===== config.mk =====
export PLATFORM = sky130hd
export DESIGN_NAME = dsi_packet_framer
export DESIGN_NICKNAME = d
export VERILOG_FILES = /design/src/rtl/dsi_framer_pkg.sv /design/src/rtl/dsi_crc16_3b.sv /design/src/rtl/dsi_packet_framer.sv
export SDC_FILE = /design/constraint.sdc
export NUM_CORES = 1
export LEC_CHECK = 0
export ABC_AREA = 1
export CAP_MARGIN = 10
export CORE_MARGIN = 4
export CORE_UTILIZATION = 30
export DETAILED_ROUTE_END_ITERATION = 12
export PLACE_DENSITY = 0.54
export REMOVE_ABC_BUFFERS = 1
export SLEW_MARGIN = 40
export SYNTH_ARGS = -nofsm -noshare
export SYNTH_HDL_FRONTEND = slang
export SYNTH_HIERARCHICAL = 1
export SYNTH_SLANG_ARGS = --single-unit

===== constraint.sdc =====
create_clock -name clk_i -period 2.2 [get_ports clk_i]
set_clock_uncertainty 0.2 [all_clocks]
set_input_delay 0.44 -clock clk_i [delete_from_list [all_inputs] [get_ports clk_i]]
set_output_delay 0.44 -clock clk_i [all_outputs]
set_load 0.005 [all_outputs]

===== src/rtl/dsi_framer_pkg.sv =====
// DSI packet framer shared types, ECC and CRC16 helpers.
// Used by dsi_packet_framer and dsi_crc16_3b.
package dsi_framer_pkg;

   typedef enum logic [2:0] {
      IDLE,
      HDR,
      ECC,
      PAYLOAD,
      CRC
   } state_t;

   localparam logic [15:0] c_crc_poly = 16'h8408;

   // Hamming parity masks over {wc_hi, wc_lo, di}, index = parity bit
   localparam logic [5:0][23:0] c_ecc_mask = {
      24'hEFFC00,
      24'hDF03F0,
      24'hB8E38E,
      24'h749A6D,
      24'hF2555B,
      24'hF12CB7
   };

   function automatic logic [7:0] dsi_ecc(input logic [23:0] d);
      logic [7:0] e;
      e = '0;
      for (int p = 0; p < 6; p++) begin
         e[p] = ^(d & c_ecc_mask[p]);
      end
      return e;
   endfunction

   function automatic logic [15:0] crc16_byte(
      input logic [15:0] crc,
      input logic [7:0]  b
   );
      logic [15:0] c;
      c = crc ^ {8'h00, b};
      for (int i = 0; i < 8; i++) begin
         c = c[0] ? ((c >> 1) ^ c_crc_poly) : (c >> 1);
      end
      return c;
   endfunction

endpackage


===== src/rtl/dsi_crc16_3b.sv =====
// CRC16-CCITT (reflected) register updated by 1..3 bytes per cycle.
// Bytes arrive left-aligned in data_i, first byte in [23:16].
import dsi_framer_pkg::*;

module dsi_crc16_3b #(
   parameter logic [15:0] g_crc_init = 16'hFFFF
) (
   input  logic        clk_i,
   input  logic        rst_i,
   input  logic        clr_i,
   input  logic        en_i,
   input  logic [1:0]  size_i,
   input  logic [23:0] data_i,
   output logic [15:0] crc_o
);

   logic [15:0] crc_q;
   logic [15:0] crc_nxt;

   always_comb begin
      crc_nxt = crc_q;
      if (size_i != 2'd0) crc_nxt = crc16_byte(crc_nxt, data_i[23:16]);
      if (size_i >= 2'd2) crc_nxt = crc16_byte(crc_nxt, data_i[15:8]);
      if (size_i == 2'd3) crc_nxt = crc16_byte(crc_nxt, data_i[7:0]);
   end

   always_ff @(posedge clk_i or posedge rst_i) begin
      if (rst_i) begin
         crc_q <= g_crc_init;
      end else if (clr_i) begin
         crc_q <= g_crc_init;
      end else if (en_i) begin
         crc_q <= crc_nxt;
      end
   end

   assign crc_o = crc_q;

endmodule


===== src/rtl/dsi_packet_framer.sv =====
// DSI short/long packet framer: header, ECC, payload, CRC16 beats of 1..3 bytes.
// Define DSI_FRAMER_CRC_EN to compute the payload CRC; otherwise the CRC beat is zero.
import dsi_framer_pkg::*;

module dsi_packet_framer #(
   parameter int          g_bytes    = 3,
   parameter logic [15:0] g_crc_init = 16'hFFFF
) (
   input  logic        clk_i,
   input  logic        rst_i,
   input  logic        cmd_valid_i,
   output logic        cmd_ready_o,
   input  logic        cmd_long_i,
   input  logic [1:0]  cmd_vc_i,
   input  logic [5:0]  cmd_dt_i,
   input  logic [15:0] cmd_wc_i,
   input  logic [23:0] pix_i,
   input  logic        pix_valid_i,
   output logic        pix_ready_o,
   output logic [23:0] d_o,
   output logic [3:0]  d_size_o,
   output logic        d_valid_o,
   input  logic        d_req_i,
   output logic        busy_o
);

   if (g_bytes != 3) begin : g_bad_width
      $error("dsi_packet_framer supports g_bytes = 3 only");
   end

   state_t      state_q;
   logic [7:0]  di_q;
   logic [7:0]  ecc_q;
   logic [15:0] wc_q;
   logic [15:0] rem_q;
   logic        long_q;
   logic        rdy_q;
   logic [1:0]  n;
   logic [15:0] crc;
   logic        beat;
   logic        accept;

   assign n      = (rem_q >= 16'd3) ? 2'd3 : rem_q[1:0];
   assign accept = cmd_valid_i & rdy_q;

   always_comb begin
      beat = 1'b0;
      unique case (state_q)
         HDR, ECC, CRC: beat = d_req_i;
         PAYLOAD:       beat = d_req_i & pix_valid_i;
         default:       beat = 1'b0;
      endcase
   end

   assign d_valid_o   = beat;
   assign pix_ready_o = beat & (state_q == PAYLOAD);
   assign cmd_ready_o = rdy_q;
   assign busy_o      = (state_q != IDLE);

   always_ff @(posedge clk_i or posedge rst_i) begin
      if (rst_i) begin
         state_q <= IDLE;
         di_q    <= '0;
         ecc_q   <= '0;
         wc_q    <= '0;
         rem_q   <= '0;
         long_q  <= 1'b0;
         rdy_q   <= 1'b0;
      end else begin
         unique case (state_q)
            IDLE: begin
               rdy_q <= ~accept;
               if (accept) begin
                  di_q    <= {cmd_vc_i, cmd_dt_i};
                  wc_q    <= cmd_wc_i;
                  rem_q   <= cmd_wc_i;
                  long_q  <= cmd_long_i;
                  ecc_q   <= dsi_ecc({cmd_wc_i, cmd_vc_i, cmd_dt_i});
                  state_q <= HDR;
               end
            end
            HDR: begin
               if (beat) state_q <= ECC;
            end
            ECC: begin
               if (beat) begin
                  if (!long_q) begin
                     state_q <= IDLE;
                     rdy_q   <= 1'b1;
                  end else if (rem_q == 16'd0) begin
                     state_q <= CRC;
                  end else begin
                     state_q <= PAYLOAD;
                  end
               end
            end
            PAYLOAD: begin
               if (beat) begin
                  rem_q <= rem_q - {14'd0, n};
                  if (rem_q == {14'd0, n}) state_q <= CRC;
               end
            end
            CRC: begin
               if (beat) begin
                  state_q <= IDLE;
                  rdy_q   <= 1'b1;
               end
            end
            default: state_q <= IDLE;
         endcase
      end
   end

   // Beats are right-justified: first byte sits at d_o[8*size-1 -: 8]
   always_comb begin
      d_o      = '0;
      d_size_o = 4'd0;
      unique case (state_q)
         HDR: begin
            d_o      = {di_q, wc_q[7:0], wc_q[15:8]};
            d_size_o = 4'd3;
         end
         ECC: begin
            d_o      = {16'h0000, ecc_q};
            d_size_o = 4'd1;
         end
         PAYLOAD: begin
            d_size_o = {2'b00, n};
            unique case (n)
               2'd3:    d_o = pix_i;
               2'd2:    d_o = {8'h00, pix_i[23:8]};
               default: d_o = {16'h0000, pix_i[23:16]};
            endcase
         end
         CRC: begin
            d_o      = {8'h00, crc[7:0], crc[15:8]};
            d_size_o = 4'd2;
         end
         default: begin
            d_o      = '0;
            d_size_o = 4'd0;
         end
      endcase
   end

`ifdef DSI_FRAMER_CRC_EN
   dsi_crc16_3b #(
      .g_crc_init(g_crc_init)
   ) u_crc (
      .clk_i  (clk_i),
      .rst_i  (rst_i),
      .clr_i  (accept | (beat & (state_q == CRC))),
      .en_i   (pix_ready_o),
      .size_i (n),
      .data_i (pix_i),
      .crc_o  (crc)
   );
`else
   // No CRC engine: seed is irrelevant and the CRC beat carries zeros
   assign crc = g_crc_init & 16'h0000;
`endif

endmodule


==> out/qor.yml, run 1 <==
setup_path:
  path_max_fanout: 6
  cp-end-kind: "output pin"
  worstSetupPathType: "reg2out"
  cp_common_cell: "nand3_2"
  worstPathRequired_ns: 1.56
  cp.arrival_ns: 1.95
  cp.buffers_inverters: 2
  critPathTopFamily: "simple AND/OR/NAND/NOR gates"
  crit_chain: "nor2_2 > nand2_1 > nor2_4 > nand2_4 > nor3_4 > buf_6 > nand2_2 > nand3_2 > nand3_2 > buf_2"
  slowest_delay_ns: 0.39
  cp_slowest_cell: "dfrtp_1"
  crit_path_start_kind: "flop"
place:
  hpwl_um: 11000
  postPlaceCellArea_um2: 5670
  pre_cts_ws_ns: -0.565
  numPortBuffers: 83
  dp_cells: 952
  gp_congestion: 0.874
global_routing:
  grt_pass1_vias: 4669
  grt_remaining_overflow: 0
  grt_pass1_wl_um: 23800
  antenna_found_initial: 0
  grt_max_degree: 52
  track_usage: 0.186
yosys:
  yosysWarnings: 6
  ys.flop_type: "dfrtp_1"
  synth_top_area_share: 0.315
  avgSynthCellArea_um2: 6.40
  ys_top_cells_by_count: "nand2_1 (239), inv_1 (71), o21ai_0 (56)"
  postSynthCellCount: 633
  syn_area_um2: 4050
  ys_seq_area_frac: 0.315
  async_flop_share: 1.00
  yosysMostFrequentCell: "nand2_1"
  synth_edf_count: 0
  yosys-top-cells-area: "dfrtp_1 (32%), nand2_1 (22%), o21ai_0 (6.9%)"
  synth_top_area_cell: "dfrtp_1"
  synth-seq-cells: 51
  synth_cell_types: 43
status:
  violations: "setup timing"
  outcome: "finished, violations left"
detailed_routing:
  vias: 4738
  wl_per_cell_um: 14.7
  viasPerCell: 4.78
  ant_nets: 0
  drt_iter0_drc: 351
  drtPass1Iterations: 5
  wirelength_um: 14600
  drc: 0
final_layout:
  antennaDiodeCount: 0
  postLayoutCellArea_um2: 6310
  syn_to_final_growth_pct: 55.9
  stdcell_count: 992
  layout-drive-gt1-share: 0.276
  final_nets: 870
  fillCellCount: 1358
  final_util: 0.477
power_and_ir_drop:
  combPwrFrac: 0.455
  internal_power_mw: 2.18
  seqPwrFrac: 0.320
  switching_power_mw: 1.28
  powerDensity_nw_per_um2: 549
  netSwitchingFraction: 0.370
  ir_drop_mv: 0.436
  power_mw: 3.47
  clkPwrFrac: 0.226
  leakage_nw: 3.23
timing:
  maxSlewViolCount: 0
  hold_viol: 0
  setup_violations: 32
  period_minus_slack_ns: 2.59
  tns_ns: -8.20
  fin_ws_ns: -0.391
  min_period_over_period: 1.18
  whs_ns: 0.284
  rsz0062_at_grt: "true"
  timing.fmax_ghz: 0.386
die:
  die_w_um: 124
  row_count: 42
  pin_count: 86
  dieArea_um2: 15400
  start_util: 0.306
  die-height_um: 124
  design.core.area_um2: 13200
cts:
  clkTransAtPathRegs_ns: 0.07
  cts_tree: "done"
  clockRootBuffer: "clkbuf_16"
  clk_latency_ns: 0.29
  h-tree-depth: 2
  cts.sinks: 51
  cts_buffers: 5
  cts_max_path_buffers: 2
flow_run:
  cap_violations: 0
min_path:
  holdCritPathClass: "reg2reg"
routing by layer:
metal  wire, µm  up-vias  track usage
li1           -     2391            -
met1       7010     2195        0.268
met2       6590      135        0.291
met3        756       17       0.0348
met4        244        0       0.0413
met5          0        -            0
logic make-up after synthesis:
family | Yosys count | synth area share
XOR/XNOR | 31 | 0.0670
buffers and inverters | 97 | 0.0985
AO/OA/AOI/OAI | 105 | 0.153
flip-flops | 51 | 0.315
adder cells (fa/ha/maj) | 1 | 0.00309
other | 1 | 0.000926
AND/OR/NAND/NOR | 347 | 0.362
layout make-up:
cell class                 instances  area (µm²)  area share
clock buffer                       5         125      0.0198
sequential                        51        1280       0.202
timing repair buffer             198        1710       0.271
multi-input combinational        486        2670       0.423
tap                              176         220      0.0349
inverter                          73         289      0.0458
clock inverter                     3        20.0     0.00317
placed cells by master (no fill, tap or decap), types with 6 or more instances in the layout:
master           count
o21ai_1             10
o211ai_1             8
nand2_2             11
dfrtp_1             50
buf_6               17
clkdlybuf4s50_1     54
nand2_4              7
nand4_1              8
buf_4               90
nand3_1             36
o21ai_0             42
xnor2_1             12
buf_2               27
o21ai_2              6
inv_1               68
nor2_2               7
nand3_2              9
nor2_4               7
nand2_1            227
buf_12               7
a21oi_1              9
nor2_1              23
xor2_1              18
path summary, 6_finish.rpt:
path                                       start                      to  slack [ns]  cells past startpoint
min in group asynchronous                  rst_i  state_q[1]$_DFFE_PP0P_        0.32                      3
max                        rem_q[12]$_DFFE_PP0P_                  d_o[1]       -0.39                     10
max in group asynchronous                  rst_i    ecc_q[4]$_DFFE_PP0P_        1.23                      3
min reg2reg                 ecc_q[0]$_DFFE_PP0P_    ecc_q[0]$_DFFE_PP0P_        0.28                      2
min                         ecc_q[0]$_DFFE_PP0P_    ecc_q[0]$_DFFE_PP0P_        0.28                      2
max reg2reg                rem_q[12]$_DFFE_PP0P_   rem_q[14]$_DFFE_PP0P_       -0.17                     15
timing repair:
item	4_1_cts	5_1_grt
setup buffers	26	11
resized for setup	160	66
hold buffers	0	0
endpoints found under the hold margin	0	0
setup endpoints to repair	35	38
pin swaps	30	38
state kept, by name (all words and copies together), names as in the netlist:
| name | cells |
|---|---|
| ecc_q | 6 |
| di_q | 8 |
| wc_q | 16 |
| rem_q | 16 |
| cmd_ready_o | 1 |
| long_q | 1 |
| state_q | 3 |
power by group through the flow:
stage / Combinational [mW] / Sequential (mW) / Clock [mW]
2_1_floorplan: 0.697 / 1.15 / 0
3_3_place_gp: 1.41 / 1.11 / 0
3_5_place_dp: 1.43 / 1.12 / 0
4_1_cts: 1.46 / 1.11 / 0.804
5_1_grt: 1.76 / 1.12 / 0.851
6_report: 1.58 / 1.11 / 0.782
worst reg2reg max path, cell delays in order (launching register included):
cell     delay, ns
dfrtp_1       0.39
nor2_2        0.13
nand2_1       0.11
nor2_4        0.18
nand2_4       0.13
buf_4         0.16
buf_6         0.12
nand2_2       0.08
ha_4          0.13
inv_1         0.06
nand2_4       0.11
nor2_2        0.06
nand2_1       0.09
xor2_1        0.14
nor2_1        0.05
o22ai_1       0.15
Power figures use the tool's default switching activity.
==> run 2, diff against run 1 <==
CORE_MARGIN = 1   (was 4)
CORE_UTILIZATION = 47   (was 30)
PLACE_DENSITY = 0.78   (was 0.54)
==> out/qor.yml, run 2 (same netlist as run 1, synthesis figures left out) <==
power_and_ir_drop:
  power_mw: 3.66  # +5.5%
  leakage_nw: 3.27  # +1.3%
  powerDensity_nw_per_um2: 574  # +4.7%
  ir_drop_mv: 0.351  # -20%
timing:
  min_period_over_period: 1.21  # +0.0349
  worstMarginPinSlew_ns: 0.533
  setup_violations: 36  # +13%
  relSlewSlack: 0.644
  timing.fmax_ghz: 0.375  # -2.9%
  maxSlewViolCount: 0  # unchanged
  period_minus_slack_ns: 2.67  # +0.0768 ns
  tns_ns: -10.90  # -2.69 ns
  rsz0062_at_grt: "true"
  fin_ws_ns: -0.468  # -0.0768 ns
  hold_viol: 0  # unchanged
cts:
  hold_buffers: 0  # unchanged
  clockRootBuffer: "clkbuf_8"
  cts_max_path_buffers: 2  # unchanged
  cts.sinks: 51  # unchanged
  cts_tree: "done"
  clk_latency_ns: 0.30  # about the same
  clkTransAtPathRegs_ns: 0.10  # +0.03 ns
  h-tree-depth: 2  # unchanged
  cts_buffers: 5  # unchanged
final_layout:
  final_common_cell: "nand2_1"
  reg_top3: "rem_q: 16 flops, wc_q: 16 flops, di_q: 8 flops"
  syn_to_final_growth_pct: 57.1
  antennaDiodeCount: 0  # unchanged
  stdcell_count: 928  # -6.5%
  postLayoutCellArea_um2: 6370  # +0.81%
  final_nets: 877  # +0.80%
  layout-drive-gt1-share: 0.301  # +0.0256
  final_cell_mix: "nand2_1 (222), buf_4 (88), inv_1 (64), clkdlybuf4s50_1 (54), dfrtp_1 (49)"
place:
  postPlaceCellArea_um2: 5520  # -2.6%
  dp_cells: 875  # -8.1%
  gp_congestion: 0.931  # +6.6%
  hpwl_um: 10100  # -8.6%
  numPortBuffers: 83  # unchanged
  pre_cts_ws_ns: -0.560  # +0.00512 ns
flow_run:
  cap_violations: 0  # unchanged
detailed_routing:
  drtPass1Iterations: 5  # unchanged
  vias: 5036  # +6.3%
  drt_iter0_drc: 301  # -14%
  drc: 0  # unchanged
  wl_per_cell_um: 16.1  # +9.5%
  ant_nets: 0  # unchanged
  wirelength_um: 15000  # +2.4%
  viasPerCell: 5.43  # +14%
die:
  pin_count: 86  # unchanged
  design.core.area_um2: 8300  # -37%
  die-height_um: 94.8  # -24%
  die_w_um: 94.8  # -24%
  row_count: 33  # -21%
  dieArea_um2: 9000  # -42%
  start_util: 0.488  # +0.182
global_routing:
  grt_use_met1: 0.399  # +0.130
  grt_pass1_vias: 4774  # +2.2%
  grt_remaining_overflow: 0  # unchanged
  grt_pass1_wl_um: 22300  # -6.1%
  track_usage: 0.321  # +0.135
  grt_busiest_layer: "met2"
  use_met2: 0.556  # +0.265
  grt.met3_usage: 0.0483  # +0.0135
  grt_max_degree: 52  # unchanged
  antenna_found_initial: 0  # unchanged
status:
  violations: "setup timing"
  outcome: "finished, violations left"
setup_path:
  cp-end-kind: "output pin"
  path_max_fanout: 7  # +1
  worstSetupPathType: "reg2out"
  crit_path_start_kind: "flop"
  r2r-start: "rem_q[2]$_DFFE_PP0P_"
  cp.arrival_ns: 2.03  # +0.08 ns
  worstPathRequired_ns: 1.56  # about the same
  startpoint: "rem_q[2]$_DFFE_PP0P_"
min_path:
  min_from: "ecc_q[3]$_DFFE_PP0P_"
  holdCritPathClass: "reg2reg"
run 2: through the flow:
step / hold WS (ns) / utilization
after floorplan: 0.249 / -
after global placement: 0.265 / 0.665
after detailed placement: 0.266 / 0.665
after CTS: 0.292 / 0.732
after global routing: 0.326 / 0.767
final: 0.292 / 0.767
run 2: cell type report:
type                            count  area [µm²]
Fill cell                         586        1930
Tap cell                          105         131
Timing Repair Buffer              203        1780
Clock inverter                      2        35.0
Sequential cell                    51        1280
Multi-Input combinational cell    488        2780
Clock buffer                        6        82.6
Inverter                           73         279
run 2: critical path, stage by stage (launching register included):
cell,delay [ns]
dfrtp_1,0.41
nor2_2,0.16
nand2_2,0.10
nor2_4,0.18
nand2_8,0.11
nor2_4,0.20
nand2_4,0.13
buf_6,0.14
o22ai_2,0.09
o21bai_1,0.08
buf_2,0.13
run 2: final timing paths:
path,end,slack (ns),cells past startpoint
setup / recovery,d_o[3],-0.47,10
max in group asynchronous,di_q[4]$_DFFE_PP0P_,1.24,3
setup reg to reg,rem_q[4]$_DFFE_PP0P_,-0.38,16
hold reg to reg,ecc_q[3]$_DFFE_PP0P_,0.29,2
min in group asynchronous,state_q[0]$_DFFE_PP0P_,0.31,3
hold / removal,ecc_q[3]$_DFFE_PP0P_,0.29,2
run 2: timing repair:
action,in CTS,in global routing
endpoints found under the setup margin,35,47
pin swaps,32,46
resized for setup,173,77
setup buffers,37,17
gates cloned,0,2
run 2: power by group:
group	total (mW)	switching [mW]	internal [mW]
logic	1.85	0.974	0.873
registers	1.12	0.0792	1.04
clock network	0.689	0.320	0.369
run 2: layer usage:
metal  up-vias  share of wire
li1       2412              -
met1      2353           0.43
met3        43          0.066
met4         0          0.035
met2       228           0.47
met5         -              0
==> run 3, diff against run 2 <==
CORE_ASPECT_RATIO = 1.5   (was not set)
MAX_ROUTING_LAYER = met4   (was not set)
==> out/qor.yml, run 3 (same netlist as run 1, synthesis figures left out) <==
power_and_ir_drop:
  leakage_nw: 3.30  # +0.84%
  netSwitchingFraction: 0.369  # -0.00657
  clkPwrFrac: 0.221  # +0.033
  ir_drop_mv: 0.438  # +25%
  switching_power_mw: 1.30  # -5.1%
  internal_power_mw: 2.23  # -2.4%
  powerDensity_nw_per_um2: 555  # -3.5%
  seqPwrFrac: 0.316  # +0.010
  power_mw: 3.53  # -3.4%
  combPwrFrac: 0.463  # -0.042
global_routing:
  grt_pass1_wl_um: 23700  # +6.2%
  grt_max_degree: 52  # unchanged
  grt_pass1_vias: 5005  # +4.8%
  track_usage: 0.351  # +0.0295
  grt_remaining_overflow: 0  # unchanged
  antenna_found_initial: 0  # unchanged
cts:
  cts_tree: "done"
  clkTransAtPathRegs_ns: 0.07  # -0.03 ns
  h-tree-depth: 2  # unchanged
  clockRootBuffer: "clkbuf_16"
  clk_latency_ns: 0.30  # about the same
  cts.sinks: 51  # unchanged
  cts_buffers: 5  # unchanged
  hold_buffers: 0  # unchanged
  cts_max_path_buffers: 2  # unchanged
final_layout:
  final_nets: 877  # unchanged
  layout-drive-gt1-share: 0.294  # -0.00693
  final_cell_mix: "nand2_1 (221), buf_4 (86), inv_1 (66), clkdlybuf4s50_1 (54), dfrtp_1 (49)"
  reg_top3: "rem_q: 16 flops, wc_q: 16 flops, di_q: 8 flops"
  fillCellCount: 611  # +4.3%
  final_common_cell: "nand2_1"
  antennaDiodeCount: 0  # unchanged
  syn_to_final_growth_pct: 57.3  # about the same
timing:
  fin_ws_ns: -0.406  # +0.0624 ns
  maxSlewViolCount: 0  # unchanged
  timing.fmax_ghz: 0.384  # +2.4%
  tns_ns: -8.13  # +2.77 ns
  rsz0062_at_grt: "true"
  min_period_over_period: 1.18  # -0.0283
  period_minus_slack_ns: 2.61  # -0.0624 ns
  hold_viol: 0  # unchanged
  setup_violations: 32  # -11%
die:
  pin_count: 86  # unchanged
  row_count: 41  # +24%
  design.core.area_um2: 8360  # +0.75%
  die_w_um: 77.8  # -18%
  start_util: 0.485  # -0.00365
  die-height_um: 116  # +22%
  dieArea_um2: 9000  # about the same
setup_path:
  worstPathRequired_ns: 1.56  # about the same
  path_max_fanout: 6  # -1
  cp.arrival_ns: 1.97  # -0.06 ns
  worstSetupPathType: "reg2out"
  cp-end-kind: "output pin"
  crit_path_start_kind: "flop"
place:
  numPortBuffers: 83  # unchanged
  gp_congestion: 0.899  # -3.4%
  pre_cts_ws_ns: -0.496  # +0.0644 ns
  hpwl_um: 10200  # +1.3%
status:
  outcome: "finished, violations left"
  violations: "setup timing"
detailed_routing:
  ant_nets: 0  # unchanged
  drtPass1Iterations: 7  # +2
  wl_per_cell_um: 16.8  # +4.4%
  viasPerCell: 5.47  # +0.86%
  vias: 5085  # +0.97%
  drt_iter0_drc: 418  # +39%
  wirelength_um: 15600  # +4.5%
  drc: 0  # unchanged
min_path:
  holdCritPathClass: "reg2reg"
flow_run:
  cap_violations: 0  # unchanged
-- run 3: cell types whose count changed in the layout (fill, tap and decap cells not counted), moves of 3 or more --
cell       previous run  this run
clkbuf_8              6         1
buf_2                22        26
clkbuf_2              5         0
o22ai_1               1         4
nand3_4               4         1
buf_6                23        28
o22ai_2               7         4
clkbuf_16             0         5
o21ai_2               4         7
o21ai_1              15        12
-- run 3: metal layers --
| layer | track usage | vias up | wire length, µm | part of all wire |
|---|---|---|---|---|
| met4 | 0.167 | 0 | 756 | 0.048 |
| met5 | - | - | 0 | 0 |
| li1 | - | 2416 | - | - |
| met1 | 0.369 | 2360 | 5760 | 0.37 |
| met3 | 0.0528 | 65 | 920 | 0.059 |
| met2 | 0.639 | 244 | 8190 | 0.52 |
-- run 3: area by class of cell --
cell class | count | area [µm²] | share of cell area
clock buffers | 6 | 139 | 0.0218
clock inverters | 1 | 5.00 | 0.000786
inverters | 73 | 282 | 0.0442
multi-input cells | 486 | 2700 | 0.424
flip-flops and latches | 51 | 1280 | 0.201
well taps | 107 | 134 | 0.0210
repair buffers | 205 | 1830 | 0.288
-- run 3: worst paths after layout --
kind	start	endpoint	slack, ns	cells past startpoint
worst max-delay path	rem_q[5]$_DFFE_PP0P_	d_o[1]	-0.41	12
worst min-delay path	ecc_q[2]$_DFFE_PP0P_	ecc_q[2]$_DFFE_PP0P_	0.28	2
worst max register to register	rem_q[5]$_DFFE_PP0P_	rem_q[14]$_DFFE_PP0P_	-0.09	15
worst min register to register	ecc_q[2]$_DFFE_PP0P_	ecc_q[2]$_DFFE_PP0P_	0.28	2
max in group asynchronous	rst_i	ecc_q[4]$_DFFE_PP0P_	1.23	3
min in group asynchronous	rst_i	state_q[2]$_DFFE_PP0P_	0.31	3
-- run 3: stage by stage --
stage / utilization / area (µm²) / hold WS, ns / cells
floorplan: - / 3930 / 0.249 / 610
global placement: 0.661 / 5530 / 0.266 / 876
detailed placement: 0.661 / 5530 / 0.266 / 876
CTS: 0.724 / 6050 / 0.284 / 919
global route: 0.762 / 6370 / 0.305 / 929
finish: 0.762 / 6370 / 0.284 / 929
-- run 3: power by group through the flow --
stage                     clock (mW)  sequential, mW  combinational, mW
after floorplan                    0            1.15              0.697
after global placement             0            1.11               1.39
after detailed placement           0            1.11               1.41
after CTS                      0.794            1.10               1.46
after global routing           0.822            1.12               1.80
final                          0.782            1.12               1.64
-- run 3: timing repair --
action	in CTS	in global routing
resized for setup	184	66
pin swaps	24	35
setup buffers	34	15
endpoints found under the setup margin	39	37
endpoints found under the hold margin	0	0
gates cloned	2	0
-- run 3: worst max-delay path, stage by stage, from the launching register on --
cell and delay, ns:
dfrtp_1 0.39, nor2_2 0.16, nand2_2 0.09, nor2_4 0.13, nand2_4 0.11, buf_6 0.14, inv_6 0.07, buf_6 0.10
buf_6 0.10, or2_2 0.11, nand3_2 0.10, nand3_2 0.07, buf_2 0.10
